==> src/rtl/mac_dot_ctrl_if.sv <==
// Operand-source / MAC / result bundle seen by the dot-product sequencer.
// The controller is the slave side; the operand source and MAC together form the master side.
interface mac_dot_ctrl_if #(
    parameter int OP_W  = 4,
    parameter int ACC_W = 16,
    parameter int CNT_W = 4
);
    logic             start;
    logic [CNT_W-1:0] len;
    logic             op_valid;
    logic             op_ready;
    logic [OP_W-1:0]  op_a;
    logic [OP_W-1:0]  op_b;
    logic [OP_W-1:0]  mac_a;
    logic [OP_W-1:0]  mac_b;
    logic             mac_en;
    logic             mac_clr;
    logic [ACC_W-1:0] mac_c;
    logic             busy;
    logic             done;
    logic [ACC_W-1:0] result;

    modport slave (
        input  start, len, op_valid, op_a, op_b, mac_c,
        output op_ready, mac_a, mac_b, mac_en, mac_clr, busy, done, result
    );

    modport master (
        output start, len, op_valid, op_a, op_b, mac_c,
        input  op_ready, mac_a, mac_b, mac_en, mac_clr, busy, done, result
    );
endinterface

==> src/rtl/mac_dot_ctrl.sv <==
// Dot-product job sequencer: clears the MAC, streams LEN operand pairs under
// valid/ready, then latches the accumulator and pulses done.
module mac_dot_ctrl #(
    parameter int OP_W  = 4,
    parameter int ACC_W = 16,
    parameter int CNT_W = 4
) (
    input  logic           clk_i,
    input  logic           reset_i,
    mac_dot_ctrl_if.slave  bus_if
);
    typedef enum logic [2:0] {
        S_IDLE,
        S_CLEAR,
        S_RUN,
        S_DRAIN,
        S_DONE
    } state_t;

    state_t           state_q, state_d;
    logic [CNT_W-1:0] cnt_q, cnt_d;
    logic [ACC_W-1:0] result_q, result_d;
    logic             beat;

    assign beat = bus_if.op_valid && (state_q == S_RUN);

    always_ff @(posedge clk_i) begin
        if (reset_i) begin
            state_q  <= S_IDLE;
            cnt_q    <= '0;
            result_q <= '0;
        end else begin
            state_q  <= state_d;
            cnt_q    <= cnt_d;
            result_q <= result_d;
        end
    end

    always_comb begin
        state_d  = state_q;
        cnt_d    = cnt_q;
        result_d = result_q;
        unique case (state_q)
            S_IDLE: begin
                if (bus_if.start) begin
                    cnt_d   = bus_if.len;
                    state_d = S_CLEAR;
                end
            end
            // A zero-length job skips RUN but still reports a (zero) result.
            S_CLEAR: state_d = (cnt_q != '0) ? S_RUN : S_DRAIN;
            S_RUN: begin
                if (beat) begin
                    cnt_d = cnt_q - CNT_W'(1);
                    if (cnt_q == CNT_W'(1)) state_d = S_DRAIN;
                end
            end
            // The last beat's accumulate lands on the edge entering DRAIN, so mac_c is final here.
            S_DRAIN: begin
                result_d = bus_if.mac_c;
                state_d  = S_DONE;
            end
            S_DONE:  state_d = S_IDLE;
            default: state_d = S_IDLE;
        endcase
    end

    assign bus_if.op_ready = (state_q == S_RUN);
    assign bus_if.mac_a    = bus_if.op_a;
    assign bus_if.mac_b    = bus_if.op_b;
    assign bus_if.mac_en   = beat;
    assign bus_if.mac_clr  = reset_i || (state_q == S_CLEAR);
    assign bus_if.busy     = (state_q != S_IDLE);
    assign bus_if.done     = (state_q == S_DONE);
    assign bus_if.result   = result_q;
endmodule
==> src/flat_wrapper.sv <==
// flat-port wrapper written by rule: the top's interface ports become plain ports
module mac_dot_ctrl_flat 
#(
    parameter int OP_W  = 4,
    parameter int ACC_W = 16,
    parameter int CNT_W = 4
)
  (clk_i, reset_i, bus_if_start, bus_if_len, bus_if_op_valid, bus_if_op_a, bus_if_op_b, bus_if_mac_c, bus_if_op_ready, bus_if_mac_a, bus_if_mac_b, bus_if_mac_en, bus_if_mac_clr, bus_if_busy, bus_if_done, bus_if_result);
  mac_dot_ctrl_if #(.OP_W(OP_W), .ACC_W(ACC_W), .CNT_W(CNT_W)) bus_if_i ();
  input  logic clk_i;
  input  logic reset_i;
  input wire logic [$bits(bus_if_i.start)-1:0] bus_if_start;
  input wire logic [$bits(bus_if_i.len)-1:0] bus_if_len;
  input wire logic [$bits(bus_if_i.op_valid)-1:0] bus_if_op_valid;
  input wire logic [$bits(bus_if_i.op_a)-1:0] bus_if_op_a;
  input wire logic [$bits(bus_if_i.op_b)-1:0] bus_if_op_b;
  input wire logic [$bits(bus_if_i.mac_c)-1:0] bus_if_mac_c;
  output wire logic [$bits(bus_if_i.op_ready)-1:0] bus_if_op_ready;
  output wire logic [$bits(bus_if_i.mac_a)-1:0] bus_if_mac_a;
  output wire logic [$bits(bus_if_i.mac_b)-1:0] bus_if_mac_b;
  output wire logic [$bits(bus_if_i.mac_en)-1:0] bus_if_mac_en;
  output wire logic [$bits(bus_if_i.mac_clr)-1:0] bus_if_mac_clr;
  output wire logic [$bits(bus_if_i.busy)-1:0] bus_if_busy;
  output wire logic [$bits(bus_if_i.done)-1:0] bus_if_done;
  output wire logic [$bits(bus_if_i.result)-1:0] bus_if_result;
  assign bus_if_i.start = bus_if_start;
  assign bus_if_i.len = bus_if_len;
  assign bus_if_i.op_valid = bus_if_op_valid;
  assign bus_if_i.op_a = bus_if_op_a;
  assign bus_if_i.op_b = bus_if_op_b;
  assign bus_if_i.mac_c = bus_if_mac_c;
  assign bus_if_op_ready = bus_if_i.op_ready;
  assign bus_if_mac_a = bus_if_i.mac_a;
  assign bus_if_mac_b = bus_if_i.mac_b;
  assign bus_if_mac_en = bus_if_i.mac_en;
  assign bus_if_mac_clr = bus_if_i.mac_clr;
  assign bus_if_busy = bus_if_i.busy;
  assign bus_if_done = bus_if_i.done;
  assign bus_if_result = bus_if_i.result;
  mac_dot_ctrl #(.OP_W(OP_W), .ACC_W(ACC_W), .CNT_W(CNT_W)) u_core (.clk_i(clk_i), .reset_i(reset_i), .bus_if(bus_if_i));
endmodule
==> config.mk <==
export PLATFORM = sky130hd
export DESIGN_NAME = mac_dot_ctrl_flat
export DESIGN_NICKNAME = d
export VERILOG_FILES = /design/src/rtl/mac_dot_ctrl_if.sv /design/src/rtl/mac_dot_ctrl.sv /design/src/flat_wrapper.sv
export SDC_FILE = /design/constraint.sdc
export NUM_CORES = 1
export LEC_CHECK = 0
export BUFFER_PORTS_ARGS = -buffer_cell sky130_fd_sc_hd__buf_4
export CAP_MARGIN = 20
export CORE_ASPECT_RATIO = 1.25
export CORE_UTILIZATION = 43
export CTS_BUF_LIST = sky130_fd_sc_hd__clkbuf_16
export CTS_CLUSTER_DIAMETER = 40
export DETAILED_ROUTE_END_ITERATION = 16
export GPL_ROUTABILITY_DRIVEN = 0
export PLACE_DENSITY = 0.78
export SETUP_SLACK_MARGIN = 0.5
export SLEW_MARGIN = 20
export SYNTH_ARGS = -nofsm -noshare
export SYNTH_HDL_FRONTEND = slang
export SYNTH_SLANG_ARGS = --single-unit
export TNS_END_PERCENT = 50
==> constraint.sdc <==
create_clock -name clk_i -period 1.9 [get_ports clk_i]
set_clock_uncertainty 0.1 [all_clocks]
set_input_delay 0.19 -clock clk_i [delete_from_list [all_inputs] [get_ports clk_i]]
set_output_delay 0.19 -clock clk_i [all_outputs]
set_load 0.01 [all_outputs]
### Yosys cells after proc, flatten, opt, wreduce, memory -nomap -nowiden

Index checks and enable logic that the tools add are counted.
Widths: inputs -> output; s select.

| storage, ports and cells | value |
|---|---|
| output and inout port bits | 29 |
| latch bits | 0 |
| input bits | 32 |
| memories | 0 |
| memory bits (writable) | 0 |
| bits in registers | 23 |
| memory bits (read-only) | 0 |
| word-level logic and storage cells | 28 |

| operators by class | value |
|---|---|
| $add $sub $neg | 1 |
| bitwise operators | 0 |
| reductions and logical operators | 8 |
| multiplexer cells | 8 |
| div/mod/pow operators | 0 |
| $lt $le $gt $ge | 0 |
| eq/ne operators | 8 |
| shift-type cells | 0 |
| $mul | 0 |

Operator list:

| operator | number |
|---|---|
| $pmux 3 s4 | 1 |
| $mux 3 | 3 |
| $mux 4 | 2 |
| $pmux 4 s2 | 1 |
| $eq 3x2->1 const B | 2 |
| $reduce_and 3->1 | 2 |
| $eq 4x1->1 const B | 1 |
| $ne 2x1->1 const B | 2 |
| $reduce_bool 4->1 | 1 |
| $sub 4x1->4 const B | 1 |
| $eq 3x1->1 const B | 1 |
| $eq 3x3->1 const B | 1 |
| $logic_not 3->1 | 1 |
| $reduce_bool 3->1 | 1 |
| $ne 2x2->1 const B | 1 |
| $reduce_bool 2->1 | 1 |
| $logic_and 1x1->1 | 1 |
| $logic_or 1x1->1 | 1 |
| $mux 1 | 1 |

### Depth between registers and ports, before layout

Gate-level depths: netlist of run 1.

| logic depth | value |
|---|---|
| word-level depth | 4 |
| depth in mapped cells | 6 |
| mapped depth without buffers | 5 |

### Worst setup path before layout of run 1

Ideal clock, no wire load.

| timing path | value |
|---|---|
| kind | register -> register |
| from | reg u_core.cnt_q[0] |
| to | reg u_core.cnt_q[1] |
| required time | 1.714 ns |
| arrival | 1.167 ns |
| path buffers | 0 |
| setup slack | 0.547 ns |
| stages on the path, launching flop included | 6 |
| library setup time | 0.086 ns |
| clock period less this slack | 1.353 ns |
| cells stage by stage | dfxtp_1 -> inv_1 -> ha_1 -> nor4b_1 -> a2111oi_0 -> a211oi_1 |

| between the ends | value |
|---|---|
| cells in the longest elaborated chain, start to end | 3 |

RTL lines:

| what | RTL line | text |
|---|---|---|
| start: declaration | mac_dot_ctrl.sv:21 | `logic [CNT_W-1:0] cnt_q, cnt_d;` |
| start signal: assignment | mac_dot_ctrl.sv:34 | `cnt_q <= cnt_d;` |
| $sub 4x1->4 | mac_dot_ctrl.sv:54 | `cnt_d = cnt_q - CNT_W'(1);` |
| $mux 4 | mac_dot_ctrl.sv:53 | `if (beat) begin` |
| $pmux 4 s2 | mac_dot_ctrl.sv:43 | `unique case (state_q)` |

No other way between the ends. The select of a mux whose other input is x is not followed.
A chain may end at the register's enable or synchronous reset.

### Worst setup path in the final report of run 1

Ends and elaborated chain as after synthesis.

==> results of run 1 <==
## what timing repair did
action,CTS,global route
hold buffers,0,0
pin swaps,1,2
buffers inserted,6,4
cloned,0,0
resized for setup,11,9
endpoints found under the setup margin,26,17
## state kept, by name, indices dropped and copies added, names as in the netlist
name and flops:
u_core.cnt_q 4, u_core.bus_if.result 16, u_core.state_q 3
## tightest hold or removal path, stage by stage
cell and delay (ns):
buf_4 0.11, nand2_1 0.04, a21oi_1 0.05
## per-layer routing
| layer | up-vias | wire, um | GRT usage [%] |
|---|---|---|---|
| li1 | 534 | - | - |
| met1 | 506 | 1208 | 24.47 |
| met2 | 46 | 1474 | 36.11 |
| met3 | 8 | 169 | 4.601 |
| met4 | 0 | 61 | 11.84 |
| met5 | - | 0 | 0 |
## per-stage QoR
stage	util [%]	total power, mW
finish	65.41	2.052
global placement	56.34	1.321
floorplan	-	1.150
detailed placement	56.34	1.349
global route	65.41	2.165
CTS	62.58	1.917
## area by class of cell
| class | count | area (sq um) | area share, % |
|---|---|---|---|
| clock buffer | 3 | 75.07 | 4.728 |
| timing repair buffer | 56 | 425.4 | 26.79 |
| clock inverter | 1 | 3.754 | 0.2364 |
| multi-input combinational | 89 | 549.3 | 34.59 |
| sequential | 23 | 474.2 | 29.87 |
| tap | 33 | 41.29 | 2.600 |
| inverter | 5 | 18.77 | 1.182 |
## synthesized netlist by cell type, types with 3 or more instances
library cell	n
a211oi_1	4
a21oi_1	16
buf_2	3
buf_4	8
clkbuf_1	3
dfxtp_1	23
inv_1	5
mux2i_1	3
nand2_1	34
nand2b_1	3
nor2_1	4
## logic make-up (layout without fill, tap and decap cells)
group	after synthesis	count (layout)	share of synthesized area [%]
xor gates and xnor gates	1	1	0.8001
buffers and inverters	22	65	12.11
and+or+nand+nor	55	55	24.23
DFF	23	23	42.06
muxes	3	3	2.743
adders and majority gates	2	2	2.285
AOI/OAI and AO/OA	28	28	15.77
## final timing paths
path	start	endpoint	slack, ns	cells past startpoint
worst max-delay path	u_core.cnt_q[0]	u_core.cnt_q[1]	0.45	5
worst min-delay path	bus_if_mac_c[7]	u_core.bus_if.result[7]	0.08	3
worst max register to register	u_core.cnt_q[0]	u_core.cnt_q[1]	0.45	5
worst min register to register	u_core.bus_if.result[12]	u_core.bus_if.result[12]	0.36	2
## placed cells by master, fill, tap and decap left out, types with 2 or more instances in the layout
master,Yosys,layout
mux2i_1,3,2
nor2_1,4,3
buf_6,2,2
or3_1,2,2
inv_1,5,5
dfxtp_1,23,18
a21oi_1,16,16
dfxtp_2,0,2
dfxtp_4,0,3
o32ai_1,2,2
buf_4,8,53
o21ai_0,2,2
nand2b_1,3,3
a211oi_1,4,4
nand2_1,34,34
clkbuf_16,0,3
nand4_1,2,2
## power by group
part,switching (mW),total [mW],leakage [nW],internal (mW)
registers,0.119,0.707,0.190,0.589
clock network,0.163,0.444,0.0423,0.280
logic,0.421,0.901,0.435,0.480
==> impl_metrics.yaml, run 1 <==
run_status:
  status: "complete, no violations"
clock_tree:
  numClockSinks: 23
  root_buffer: "clkbuf_16"
  insertion_delay_ns: 0.25
  cts-htree-levels: 1
  clk_pin_slew_ns: 0.06
  numCtsBuffers: 3
  cts_buffer_depth: 2
  cts_tree: "done"
timing:
  hold_ws_ns: 0.08224
  slew_headroom_pct: 75.83
  period_share_pct: 76.10
  setup_violations: 0
  max_freq_mhz: 691.6
  period_needed_ns: 1.446
  worst_slack_ns: 0.4540
  rsz0062_at_grt: "true"
  setup_tns_ns: 0
  finalMaxSlewViolations: 0
  final-hold-violation-count: 0
  worst_pin_slew_ns: 0.3555
logic_synthesis:
  synth_cell_types: 32
  synthTopCellsByArea: "dfxtp_1, nand2_1, a21oi_1, buf_4, mux2i_1"
  syn_inst: 134
  ys_seq_area_share_pct: 42.06
  synth.ff_latch_count: 23
  synth_flop_cell: "dfxtp_1"
  syn_area_sq_um: 1095
  yosys.area.top_type: "dfxtp_1"
  ys_async_sr_fraction_pct: 0
  synth_top_area_share_pct: 42.06
  yosysWarnings: 0
  synth-edff-count: 0
  synth_fp_nets: 168
  syn_area_per_cell_sq_um: 8.170
final_layout:
  syn_to_final_growth_pct: 45.03
  drive_gt1_share_pct: 41.81
  fillCellCount: 219
  final_cell_area_sq_um: 1588
  layoutNonFillerInstCount: 210
  final_nets: 212
  diodes: 0
placement:
  placed_cells: 196
  portBuffers: 44
  place_hpwl_um: 1812
  pre_cts_ws_ns: 0.3168
  placed_cell_area_sq_um: 1368
pwr:
  p_leak_nw: 0.6667
  irDropWorstVdd_v: 0.0008711
  powerDensity_nw_per_um2: 1292
global_routing:
  grt_overflow_total: 0
  grt_pass1_vias: 1061
  grtUsageTotal_pct: 21.54
  grt_pass1_wl_um: 4347
  grt_max_degree: 27
  grt_antenna_before_repair: 0
drt:
  ant_nets: 0
  num_vias: 1094
  drt_iter0_drc: 49
  dr.pass1.iters: 6
  wl_per_cell_um: 13.87
  drc: 0
  viasPerCell: 5.210
  wirelength_um: 2913
critical_path:
  path_cells: "inv_1 > ha_4 > nor4b_4 > a2111oi_2 > a211oi_1"
  worstPathMaxFanout: 5
  cp-end-kind: "flip-flop"
  cp-start-kind: "flip-flop"
  crit_path_top_delay_cell: "dfxtp_2"
  cp_data_required_time_ns: 1.96
  cp_top_family: "flip-flops"
  path_class: "reg2reg"
  arrival_ns: 1.51
  slowest_delay_ns: 0.36
  cp_num_buf_inv: 1
die:
  num_rows: 20
  core_area_sq_um: 2427
  initial_utilization_pct: 45.10
  die_w_um: 47.13
  die_area_sq_um: 2753
  fp.dieH_um: 58.42
  io_pins: 61
hold_path:
  hold_path.class: "in2reg"
run:
  drv_cap: 0
Power figures use the tool's default switching activity.
==> run 2: changes to the inputs <==
- CORE_UTILIZATION: 43 -> 39
- PLACE_DENSITY: 0.78 -> 0.75
- clock period: 1.9 -> 1.25 ns (I/O delays scaled with it)
==> run 2 against run 1 <==
Compared with the run above: the flow now finishes with violations (negative setup slack); total power increased by 62%; die area increased by 9.9%; combinational power increased by 84%; sequential power increased by 43%; first-iteration DRC count decreased by 41%; sequential share of layout area decreased by 2.4 points; non-clock buffer count increased by 13; critical path depth unchanged; flip-flop and latch count unchanged; worst setup slack got worse by 0.61 ns; largest cell class unchanged.
==> impl_metrics.yaml, run 2 (synthesized netlist as in run 1, its figures left out) <==
final_layout:
  syn_to_final_growth_pct: 57.83
  final_cell_mix: "buf_4, nand2_1, dfxtp_1"
  largest_register_ffs: 16
  utilization_pct: 64.47
  diodes: 0
  mostFrequentLayoutCell: "buf_4"
  final_cell_area_sq_um: 1728
  final_nets: 225
  drive_gt1_share_pct: 49.47
timing:
  rsz0062_at_grt: "true"
  final-hold-violation-count: 0
  hold_ws_ns: 0.02207
  period_share_pct: 112.6
  setup_violations: 9
  period_needed_ns: 1.407
  worst_pin_slew_ns: 0.3250
  slew_headroom_pct: 77.71
  max_freq_mhz: 710.5
  finalMaxSlewViolations: 0
  worst_slack_ns: -0.1574
  setup_tns_ns: -1.021
die:
  io_pins: 61
  core_area_sq_um: 2680
  num_rows: 21
  initial_utilization_pct: 40.85
  die_w_um: 49.39
  die_area_sq_um: 3024
  fp.dieH_um: 61.24
placement:
  portBuffers: 44
  placed_cell_area_sq_um: 1514
  place_hpwl_um: 2041
  pre_cts_ws_ns: -0.1383
drt:
  wirelength_um: 2770
  dr.pass1.iters: 4
  viasPerCell: 5.076
  num_vias: 1137
  wl_per_cell_um: 12.37
  drc: 0
  drt_iter0_drc: 29
  ant_nets: 0
pwr:
  irDropWorstVdd_v: 0.001174
  p_leak_nw: 0.7392
  powerDensity_nw_per_um2: 1928
global_routing:
  grt_pass1_wl_um: 4422
  grt_pass1_vias: 1077
  grt_antenna_before_repair: 0
  grt_max_degree: 27
  grt_overflow_total: 0
  grtUsageTotal_pct: 19.18
critical_path:
  crit_top_cell: "buf_4"
  worstPathMaxFanout: 6
  crit_path_top_delay_cell: "dfxtp_4"
  cp-start-kind: "flip-flop"
  path_class: "reg2out"
  slowest_delay_ns: 0.36
  cp_data_required_time_ns: 1.02
  arrival_ns: 1.18
  path_cells: "buf_4 > nor2_4 > buf_4 > nand2_1 > buf_4"
  cp-end-kind: "output port"
run_status:
  status: "finished with violations"
  violations: "negative setup slack"
run:
  drv_cap: 0
clock_tree:
  clk_pin_slew_ns: 0.05
  numClockSinks: 23
  cts_buffer_depth: 2
  cts-htree-levels: 1
  insertion_delay_ns: 0.25
  root_buffer: "clkbuf_16"
  cts_tree: "done"
  numCtsBuffers: 3
  postCtsHoldBufs: 0
hold_path:
  hold_path.class: "in2reg"
-- run 2: worst paths after layout --
kind	start	to	slack [ns]	depth (start not counted)
worst max-delay path	u_core.state_q[0]	bus_if_busy	-0.16	5
worst min register to register	u_core.bus_if.result[6]	u_core.bus_if.result[6]	0.36	2
worst min-delay path	bus_if_mac_c[5]	u_core.bus_if.result[5]	0.02	3
worst max register to register	u_core.state_q[1]	u_core.cnt_q[1]	-0.10	5
-- run 2: area by class of cell --
cell class / count / area, sq um
fillers: 223 / 952.2
multi-input cells: 89 / 558.0
repair buffers: 69 / 555.5
flip-flops and latches: 23 / 474.2
clock buffers: 3 / 75.07
well taps: 34 / 42.54
inverters: 5 / 18.77
clock inverters: 1 / 3.754
-- run 2: critical path, delay by kind of cell, from the launching register on --
family                 cells  cell delay [ns]
and+or+nand+nor            2             0.14
buffers and inverters      3             0.42
DFF                        1             0.36
-- run 2: timing repair --
item                                    in CTS  in global routing
gates cloned                                 1                  0
endpoints found under the setup margin      44                 44
setup buffers                                2                  1
gates resized for setup                     20                 14
pin swaps                                    7                  1
-- run 2: stage by stage --
step,power [mW],cells
final,3.331,224
after global routing,3.556,224
after CTS,3.223,223
after detailed placement,2.388,216
after global placement,2.346,216
after floorplan,1.808,134
-- run 2: per-layer routing --
layer | vias to the layer above | GRT usage (%) | share of wire [%]
met2 | 47 | 36.40 | 52
li1 | 558 | - | -
met4 | 0 | 8.571 | 1.5
met1 | 527 | 20.27 | 38
met3 | 5 | 4.938 | 8.4
met5 | - | 0 | 0
-- run 2: report_power, final --
| group | leakage [nW] | switching [mW] | total [mW] | internal [mW] |
|---|---|---|---|---|
| sequential | 0.190 | 0.114 | 1.01 | 0.895 |
| clock | 0.0423 | 0.237 | 0.663 | 0.426 |
| combinational | 0.507 | 0.730 | 1.66 | 0.928 |
